$ cat src/rtl/vp_mac_stream_driver_if.sv
// Stream bundle between the MAC driver and the variable-precision MAC:
// the operand stream towards the MAC and the result stream coming back.
interface vp_mac_stream_driver_if #(
  parameter int unsigned AXIS_DW = 32
);
  logic               MO_AXIS_TVALID;
  logic [AXIS_DW-1:0] MO_AXIS_TDATA;
  logic               MO_AXIS_TUSER;
  logic               MO_AXIS_TLAST;
  logic [7:0]         MO_AXIS_TID;
  logic               MO_AXIS_TREADY;

  logic               SD_AXIS_TVALID;
  logic [AXIS_DW-1:0] SD_AXIS_TDATA;
  logic               SD_AXIS_TLAST;
  logic [7:0]         SD_AXIS_TID;
  logic               SD_AXIS_TREADY;

  modport master (
    output MO_AXIS_TVALID, MO_AXIS_TDATA, MO_AXIS_TUSER, MO_AXIS_TLAST, MO_AXIS_TID,
    input  MO_AXIS_TREADY,
    input  SD_AXIS_TVALID, SD_AXIS_TDATA, SD_AXIS_TLAST, SD_AXIS_TID,
    output SD_AXIS_TREADY
  );

  modport slave (
    input  MO_AXIS_TVALID, MO_AXIS_TDATA, MO_AXIS_TUSER, MO_AXIS_TLAST, MO_AXIS_TID,
    output MO_AXIS_TREADY,
    output SD_AXIS_TVALID, SD_AXIS_TDATA, SD_AXIS_TLAST, SD_AXIS_TID,
    input  SD_AXIS_TREADY
  );
endinterface

$ cat src/rtl/vp_mac_stream_driver.sv
// Streams one MAC transaction (precision, scale, data, flush) from a local
// operand buffer and captures the single result beat returned by the MAC.
module vp_mac_stream_driver #(
  parameter int unsigned AXIS_DW = 32,
  parameter int unsigned DEPTH   = 16,
  parameter int unsigned ADDR_W  = $clog2(DEPTH)
) (
  input  logic                CLK,
  input  logic                RESET,
  input  logic                BUF_WE,
  input  logic [ADDR_W-1:0]   BUF_WADDR,
  input  logic [15:0]         BUF_WDATA,
  input  logic                CMD_VALID,
  output logic                CMD_READY,
  input  logic                CMD_SEND_PREC,
  input  logic [3:0]          CMD_PRECISION,
  input  logic [31:0]         CMD_SCALE,
  input  logic [ADDR_W:0]     CMD_LEN,
  input  logic [7:0]          CMD_TID,
  vp_mac_stream_driver_if.master axis,
  output logic                RES_VALID,
  output logic [AXIS_DW-1:0]  RES_DATA,
  output logic [7:0]          RES_TID,
  output logic                RES_LAST,
  output logic                RES_ERR,
  output logic                BUSY
);
  localparam int unsigned LEN_W = ADDR_W + 1;

  typedef enum logic [2:0] {
    S_IDLE, S_SEND_PREC, S_SEND_SCALE, S_SEND_DATA, S_SEND_FLUSH, S_WAIT_RES, S_DONE
  } state_t;

  state_t              state_q, state_nxt;
  logic [ADDR_W-1:0]   idx_q, idx_nxt;
  logic [3:0]          prec_q, prec_nxt;
  logic [31:0]         scale_q, scale_nxt;
  logic [LEN_W-1:0]    len_q, len_nxt;
  logic [7:0]          tid_q, tid_nxt;
  logic [15:0]         mem_q [DEPTH];

  logic                tvalid_q, tvalid_nxt;
  logic [AXIS_DW-1:0]  tdata_q, tdata_nxt;
  logic                tuser_q, tuser_nxt;
  logic                tlast_q, tlast_nxt;
  logic                sd_tready_q;
  logic                cmd_ready_q, busy_q, res_valid_q;
  logic [AXIS_DW-1:0]  res_data_q;
  logic [7:0]          res_tid_q;
  logic                res_last_q, res_err_q;
  logic                mo_hs, sd_hs, last_data;

  // Operand buffer; only writable while no transaction is in flight
  always_ff @(posedge CLK) begin
    if (RESET) begin
      for (int i = 0; i < int'(DEPTH); i++) mem_q[i] <= '0;
    end else if (BUF_WE && (state_q == S_IDLE)) begin
      mem_q[BUF_WADDR] <= BUF_WDATA;
    end
  end

  // Next state plus the beat that will be presented in that state
  always_comb begin
    state_nxt  = state_q;
    idx_nxt    = idx_q;
    prec_nxt   = prec_q;
    scale_nxt  = scale_q;
    len_nxt    = len_q;
    tid_nxt    = tid_q;
    tvalid_nxt = 1'b0;
    tdata_nxt  = '0;
    tuser_nxt  = 1'b0;
    tlast_nxt  = 1'b0;
    mo_hs      = tvalid_q && axis.MO_AXIS_TREADY;
    sd_hs      = sd_tready_q && axis.SD_AXIS_TVALID;
    last_data  = ({1'b0, idx_q} == (len_q - LEN_W'(1)));

    case (state_q)
      S_IDLE: begin
        if (CMD_VALID) begin
          prec_nxt  = CMD_PRECISION;
          scale_nxt = CMD_SCALE;
          len_nxt   = (CMD_LEN > LEN_W'(DEPTH)) ? LEN_W'(DEPTH) : CMD_LEN;
          tid_nxt   = CMD_TID;
          idx_nxt   = '0;
          state_nxt = CMD_SEND_PREC ? S_SEND_PREC : S_SEND_SCALE;
        end
      end
      S_SEND_PREC:  if (mo_hs) state_nxt = S_SEND_SCALE;
      S_SEND_SCALE: begin
        if (mo_hs) begin
          idx_nxt   = '0;
          state_nxt = (len_q == '0) ? S_SEND_FLUSH : S_SEND_DATA;
        end
      end
      S_SEND_DATA: begin
        if (mo_hs) begin
          if (last_data) state_nxt = S_SEND_FLUSH;
          else           idx_nxt   = idx_q + ADDR_W'(1);
        end
      end
      S_SEND_FLUSH: if (mo_hs) state_nxt = S_WAIT_RES;
      S_WAIT_RES:   if (sd_hs) state_nxt = S_DONE;
      S_DONE:       state_nxt = S_IDLE;
      default:      state_nxt = S_IDLE;
    endcase

    case (state_nxt)
      S_SEND_PREC: begin
        tvalid_nxt = 1'b1;
        tdata_nxt  = AXIS_DW'(prec_nxt);
        tuser_nxt  = 1'b1;
      end
      S_SEND_SCALE: begin
        tvalid_nxt = 1'b1;
        tdata_nxt  = AXIS_DW'(scale_nxt);
        tlast_nxt  = (len_nxt == '0);
      end
      S_SEND_DATA: begin
        tvalid_nxt = 1'b1;
        tdata_nxt  = AXIS_DW'(mem_q[idx_nxt]);
        tlast_nxt  = ({1'b0, idx_nxt} == (len_nxt - LEN_W'(1)));
      end
      S_SEND_FLUSH: begin
        tvalid_nxt = 1'b1;
        tlast_nxt  = 1'b1;
      end
      default: ;
    endcase
  end

  always_ff @(posedge CLK) begin
    if (RESET) begin
      state_q     <= S_IDLE;
      idx_q       <= '0;
      prec_q      <= '0;
      scale_q     <= '0;
      len_q       <= '0;
      tid_q       <= '0;
      tvalid_q    <= 1'b0;
      tdata_q     <= '0;
      tuser_q     <= 1'b0;
      tlast_q     <= 1'b0;
      sd_tready_q <= 1'b0;
      cmd_ready_q <= 1'b1;
      busy_q      <= 1'b0;
      res_valid_q <= 1'b0;
      res_data_q  <= '0;
      res_tid_q   <= '0;
      res_last_q  <= 1'b0;
      res_err_q   <= 1'b0;
    end else begin
      state_q     <= state_nxt;
      idx_q       <= idx_nxt;
      prec_q      <= prec_nxt;
      scale_q     <= scale_nxt;
      len_q       <= len_nxt;
      tid_q       <= tid_nxt;
      tvalid_q    <= tvalid_nxt;
      tdata_q     <= tdata_nxt;
      tuser_q     <= tuser_nxt;
      tlast_q     <= tlast_nxt;
      sd_tready_q <= (state_nxt == S_WAIT_RES);
      cmd_ready_q <= (state_nxt == S_IDLE);
      busy_q      <= (state_nxt != S_IDLE);
      res_valid_q <= (state_nxt == S_DONE);
      if (sd_hs) begin
        res_data_q <= axis.SD_AXIS_TDATA;
        res_tid_q  <= axis.SD_AXIS_TID;
        res_last_q <= axis.SD_AXIS_TLAST;
        res_err_q  <= (axis.SD_AXIS_TID != tid_q);
      end
    end
  end

  assign axis.MO_AXIS_TVALID = tvalid_q;
  assign axis.MO_AXIS_TDATA  = tdata_q;
  assign axis.MO_AXIS_TUSER  = tuser_q;
  assign axis.MO_AXIS_TLAST  = tlast_q;
  assign axis.MO_AXIS_TID    = tid_q;
  assign axis.SD_AXIS_TREADY = sd_tready_q;
  assign CMD_READY = cmd_ready_q;
  assign BUSY      = busy_q;
  assign RES_VALID = res_valid_q;
  assign RES_DATA  = res_data_q;
  assign RES_TID   = res_tid_q;
  assign RES_LAST  = res_last_q;
  assign RES_ERR   = res_err_q;
endmodule

$ cat src/flat_wrapper.sv
// flat-port wrapper written by rule: the top's interface ports become plain ports
module vp_mac_stream_driver_flat 
#(
  parameter int unsigned AXIS_DW = 32,
  parameter int unsigned DEPTH   = 16,
  parameter int unsigned ADDR_W  = $clog2(DEPTH)
)
  (CLK, RESET, BUF_WE, BUF_WADDR, BUF_WDATA, CMD_VALID, CMD_READY, CMD_SEND_PREC, CMD_PRECISION, CMD_SCALE, CMD_LEN, CMD_TID, RES_VALID, RES_DATA, RES_TID, RES_LAST, RES_ERR, BUSY, axis_MO_AXIS_TVALID, axis_MO_AXIS_TDATA, axis_MO_AXIS_TUSER, axis_MO_AXIS_TLAST, axis_MO_AXIS_TID, axis_MO_AXIS_TREADY, axis_SD_AXIS_TVALID, axis_SD_AXIS_TDATA, axis_SD_AXIS_TLAST, axis_SD_AXIS_TID, axis_SD_AXIS_TREADY);
  vp_mac_stream_driver_if #(.AXIS_DW(AXIS_DW)) axis_i ();
  input  logic CLK;
  input  logic RESET;
  input  logic BUF_WE;
  input  logic [ADDR_W-1:0] BUF_WADDR;
  input  logic [15:0] BUF_WDATA;
  input  logic CMD_VALID;
  output logic CMD_READY;
  input  logic CMD_SEND_PREC;
  input  logic [3:0] CMD_PRECISION;
  input  logic [31:0] CMD_SCALE;
  input  logic [ADDR_W:0] CMD_LEN;
  input  logic [7:0] CMD_TID;
  output logic RES_VALID;
  output logic [AXIS_DW-1:0] RES_DATA;
  output logic [7:0] RES_TID;
  output logic RES_LAST;
  output logic RES_ERR;
  output logic BUSY;
  output wire logic [$bits(axis_i.MO_AXIS_TVALID)-1:0] axis_MO_AXIS_TVALID;
  output wire logic [$bits(axis_i.MO_AXIS_TDATA)-1:0] axis_MO_AXIS_TDATA;
  output wire logic [$bits(axis_i.MO_AXIS_TUSER)-1:0] axis_MO_AXIS_TUSER;
  output wire logic [$bits(axis_i.MO_AXIS_TLAST)-1:0] axis_MO_AXIS_TLAST;
  output wire logic [$bits(axis_i.MO_AXIS_TID)-1:0] axis_MO_AXIS_TID;
  input wire logic [$bits(axis_i.MO_AXIS_TREADY)-1:0] axis_MO_AXIS_TREADY;
  input wire logic [$bits(axis_i.SD_AXIS_TVALID)-1:0] axis_SD_AXIS_TVALID;
  input wire logic [$bits(axis_i.SD_AXIS_TDATA)-1:0] axis_SD_AXIS_TDATA;
  input wire logic [$bits(axis_i.SD_AXIS_TLAST)-1:0] axis_SD_AXIS_TLAST;
  input wire logic [$bits(axis_i.SD_AXIS_TID)-1:0] axis_SD_AXIS_TID;
  output wire logic [$bits(axis_i.SD_AXIS_TREADY)-1:0] axis_SD_AXIS_TREADY;
  assign axis_MO_AXIS_TVALID = axis_i.MO_AXIS_TVALID;
  assign axis_MO_AXIS_TDATA = axis_i.MO_AXIS_TDATA;
  assign axis_MO_AXIS_TUSER = axis_i.MO_AXIS_TUSER;
  assign axis_MO_AXIS_TLAST = axis_i.MO_AXIS_TLAST;
  assign axis_MO_AXIS_TID = axis_i.MO_AXIS_TID;
  assign axis_i.MO_AXIS_TREADY = axis_MO_AXIS_TREADY;
  assign axis_i.SD_AXIS_TVALID = axis_SD_AXIS_TVALID;
  assign axis_i.SD_AXIS_TDATA = axis_SD_AXIS_TDATA;
  assign axis_i.SD_AXIS_TLAST = axis_SD_AXIS_TLAST;
  assign axis_i.SD_AXIS_TID = axis_SD_AXIS_TID;
  assign axis_SD_AXIS_TREADY = axis_i.SD_AXIS_TREADY;
  vp_mac_stream_driver #(.AXIS_DW(AXIS_DW), .DEPTH(DEPTH), .ADDR_W(ADDR_W)) u_core (.CLK(CLK), .RESET(RESET), .BUF_WE(BUF_WE), .BUF_WADDR(BUF_WADDR), .BUF_WDATA(BUF_WDATA), .CMD_VALID(CMD_VALID), .CMD_READY(CMD_READY), .CMD_SEND_PREC(CMD_SEND_PREC), .CMD_PRECISION(CMD_PRECISION), .CMD_SCALE(CMD_SCALE), .CMD_LEN(CMD_LEN), .CMD_TID(CMD_TID), .axis(axis_i), .RES_VALID(RES_VALID), .RES_DATA(RES_DATA), .RES_TID(RES_TID), .RES_LAST(RES_LAST), .RES_ERR(RES_ERR), .BUSY(BUSY));
endmodule
$ cat config.mk
export PLATFORM = sky130hd
export DESIGN_NAME = vp_mac_stream_driver_flat
export DESIGN_NICKNAME = d
export VERILOG_FILES = /design/src/rtl/vp_mac_stream_driver_if.sv /design/src/rtl/vp_mac_stream_driver.sv /design/src/flat_wrapper.sv
export SDC_FILE = /design/constraint.sdc
export NUM_CORES = 1
export LEC_CHECK = 0
export BUFFER_PORTS_ARGS = -buffer_cell sky130_fd_sc_hd__buf_2
export CORE_ASPECT_RATIO = 1.1
export CORE_MARGIN = 2
export CORE_UTILIZATION = 40
export CTS_CLUSTER_DIAMETER = 80
export CTS_CLUSTER_SIZE = 8
export DETAILED_ROUTE_END_ITERATION = 8
export PLACE_DENSITY = 0.65
export SYNTH_ARGS = -nofsm -noshare
export SYNTH_HDL_FRONTEND = slang
export SYNTH_SLANG_ARGS = --single-unit
$ cat constraint.sdc
create_clock -name CLK -period 3.4 [get_ports CLK]
set_input_delay 0.34 -clock CLK [delete_from_list [all_inputs] [get_ports CLK]]
set_output_delay 0.34 -clock CLK [all_outputs]
set_load 0.02 [all_outputs]
==> impl_metrics.csv <==
group,metric,value,unit
run_status,run_status,"finished clean",
grt,grt_pass1_vias,12900,
yosys,synthFlopType,"edfxtp_1",
timing,clock.fmax,0.304,GHz
yosys,syn_area_per_cell,11.2,um2
job,cap_violations,0,
clock_network,cts_tree,"yes",
layout,layout-drive-gt1-share,0.216,
floorplan,core_region_area,0.0433,mm2
clock_network,numCtsBuffers,55,
timing,slew_violations,0,
placement,gp_congestion,0.866,
yosys,yosys_warnings,0,
layout,final-instance-count-excl-fill,2424,
yosys,yosysSeqAreaShare,0.595,
worst_setup_path,crit_path_start_kind,"flip-flop",
drt,vias,12800,
grt,grtUsageTotal,0.214,
grt,antenna_found_initial,1,
timing,finClkSkew,0.0546,ns
layout,layout_common_cells,"nand2_1 (261), and2_1 (261), edfxtp_1 (256)",
worst_setup_path,path_max_fanout,9,
timing,final_hold_viol_count,0,
worst_setup_path,crit_start,"u_core.len_q[0]$_SDFF_PP0_",
drt,ant_nets,0,
timing,fin_crit_sh,0.967,
yosys,synth_top_area_cell,"edfxtp_1",
drt,first_pass_iters,7,
worst_setup_path,arrival,3.78,ns
placement,pre_cts_slack,-0.00387,ns
layout,finalCoreUtilization,0.493,
clock_network,cts.clk_slew.worst_paths,0.05,ns
placement,io_buffers,205,
layout,layout.nets,1943,
yosys,synthArstFlopShare,0,
floorplan,die-area,0.0455,mm2
power_and_ir_drop,pwr_density_cell,567,mW/mm2
yosys,synth_cell_types,72,
drt,drt_iter0_drc,1246,
timing,fin_ws,0.112,ns
floorplan,start_util,0.405,
worst_setup_path,crit_required,3.89,ns
grt,grt-ovfl-total,0,
timing,rsz0062_at_grt,"no",
yosys,yosys-top-cells-area,"edfxtp_1 (44%), dfxtp_1 (16%), and2_1 (9.3%)",
grt,grt_max_degree,77,
power_and_ir_drop,peakVddDrop,0.000406,V
floorplan,ioPinCount,206,
drt,avgRoutedWirePerCell,20.4,um
yosys,synth_top_area_frac,0.438,
worst_setup_path,crit_type,"reg -> reg",
power_and_ir_drop,leakage,8.56,nW
floorplan,die_h,224,um
yosys,synth-edff-count,256,
yosys,synth.net_count,1684,
drt,drc,0,
clock_network,cts_buffer_depth,3,
timing,maxSlewHeadroom,0.192,
placement,hpwl,32.6,mm
clock_network,cts_root_buf,"clkbuf_16",
yosys,syn_area,0.0175,mm2
yosys,ys_ff_latch,393,
yosys,syn_inst,1563,
timing,setup_violations,0,
drt,via_per_inst,5.30,
hold_path,worst_hold_path_type,"in -> reg",
clock_network,cts.htree.levels,2,
clock_network,clkLatencyLatePin,0.63,ns
worst_setup_path,r2r_start,"u_core.len_q[0]$_SDFF_PP0_",
clock_network,cts_num_sinks,393,
floorplan,die_x,204,um
timing,fin_crit,3.29,ns
hold_path,hp-start,"CMD_SCALE[23]",
grt,grt_pass1_wl,74.3,mm
floorplan,rows,80,
placement,dp_cells,2276,
layout,antenna_cells,0,
worst_setup_path,crit_path_end_kind,"flip-flop",
power_and_ir_drop,total_power,0.0121,W
timing,setup_tns,0,ns
timing,worst_slew_pin_slew,1.21,ns
layout,area_growth,21.8,%
drt,drt-total-wl,49.5,mm
-- worst max-delay path: stages (launching register included) --
cell and delay [ns]:
dfxtp_1 0.41, inv_1 0.07, ha_1 0.24, and4bb_1 0.23
a22oi_4 0.26, a211oi_4 0.12, or4_1 0.55, nand3_2 0.28
buf_4 0.24, a311oi_1 0.08, o41ai_1 0.57, o21ai_1 0.13
-- where the power goes --
group	switching, W	internal, W	total (W)
Sequential	0.000137	0.00538	0.00551
Combinational	0.00103	0.000566	0.00160
Clock	0.00203	0.00296	0.00500
-- routing by layer --
metal  track usage  vias to the layer above  wire length (um)
met1         0.262                     6236             20200
met5             0                        -                 9
met4        0.0808                        2              1720
met2         0.370                      493             24300
met3        0.0441                      126              3290
li1              -                     5988                 -
-- cells in the mapped netlist, types with 17 or more instances --
| cell | count |
|---|---|
| nor2_1 | 59 |
| mux2_2 | 29 |
| a21oi_1 | 97 |
| nand2_1 | 262 |
| and2_1 | 262 |
| nor2b_1 | 20 |
| nand3_1 | 17 |
| or2_2 | 17 |
| buf_2 | 23 |
| dfxtp_1 | 137 |
| edfxtp_1 | 256 |
| clkbuf_1 | 68 |
| a221oi_1 | 17 |
| mux2i_1 | 49 |
-- stage by stage --
stage / hold slack [ns] / cell area [um2]
after floorplan: 0.434 / 17500
after global placement: 0.439 / 19100
after detailed placement: 0.445 / 19100
after CTS: 0.00258 / 21300
after global routing: 0.0203 / 21400
final: 0.0380 / 21400
-- cell families after synthesis --
family,after synthesis,share of synthesized area
and+or+nand+nor,700,0.207
AOI/OAI and AO/OA,243,0.101
DFF,393,0.595
adders and majority gates,4,0.00285
buffers and inverters,120,0.0343
muxes,82,0.0492
xor gates and xnor gates,21,0.0109
-- layout make-up --
type	instances	area [um2]
clock inverter	5	90.1
fill	3805	22000
inverter	4	15.0
timing repair buffer	318	2080
sequential	393	10400
multi-input combinational	1050	6550
clock buffer	80	1470
tap	574	718
-- state kept, by name (all words and copies together), names as in the netlist, 3 cells and up --
signal / count
u_core.mem_q: 256
u_core.RES_DATA: 32
u_core.axis.MO_AXIS_TDATA: 32
u_core.scale_q: 32
u_core.RES_TID: 8
u_core.axis.MO_AXIS_TID: 8
u_core.len_q: 5
u_core.idx_q: 4
u_core.prec_q: 4
u_core.state_q: 3
-- final timing paths --
| path | slack [ns] | end | cells after the start |
|---|---|---|---|
| worst max-delay path | 0.11 | u_core.axis.MO_AXIS_TDATA[7]$_SDFF_PP0_ | 11 |
| worst min-delay path | 0.04 | u_core.scale_q[23]$_SDFF_PP0_ | 3 |
| worst max register to register | 0.11 | u_core.axis.MO_AXIS_TDATA[7]$_SDFF_PP0_ | 11 |
| worst min register to register | 0.45 | u_core.scale_q[31]$_SDFF_PP0_ | 2 |
-- repair_timing --
action / 4_1_cts / 5_1_grt
endpoints found under the setup margin: 0 / 10
setup buffers: 0 / 0
gates resized for setup: 0 / 7
hold endpoints to repair: 63 / 0
hold buffers: 63 / 0
Note: power is estimated with default switching activity, not from simulation.
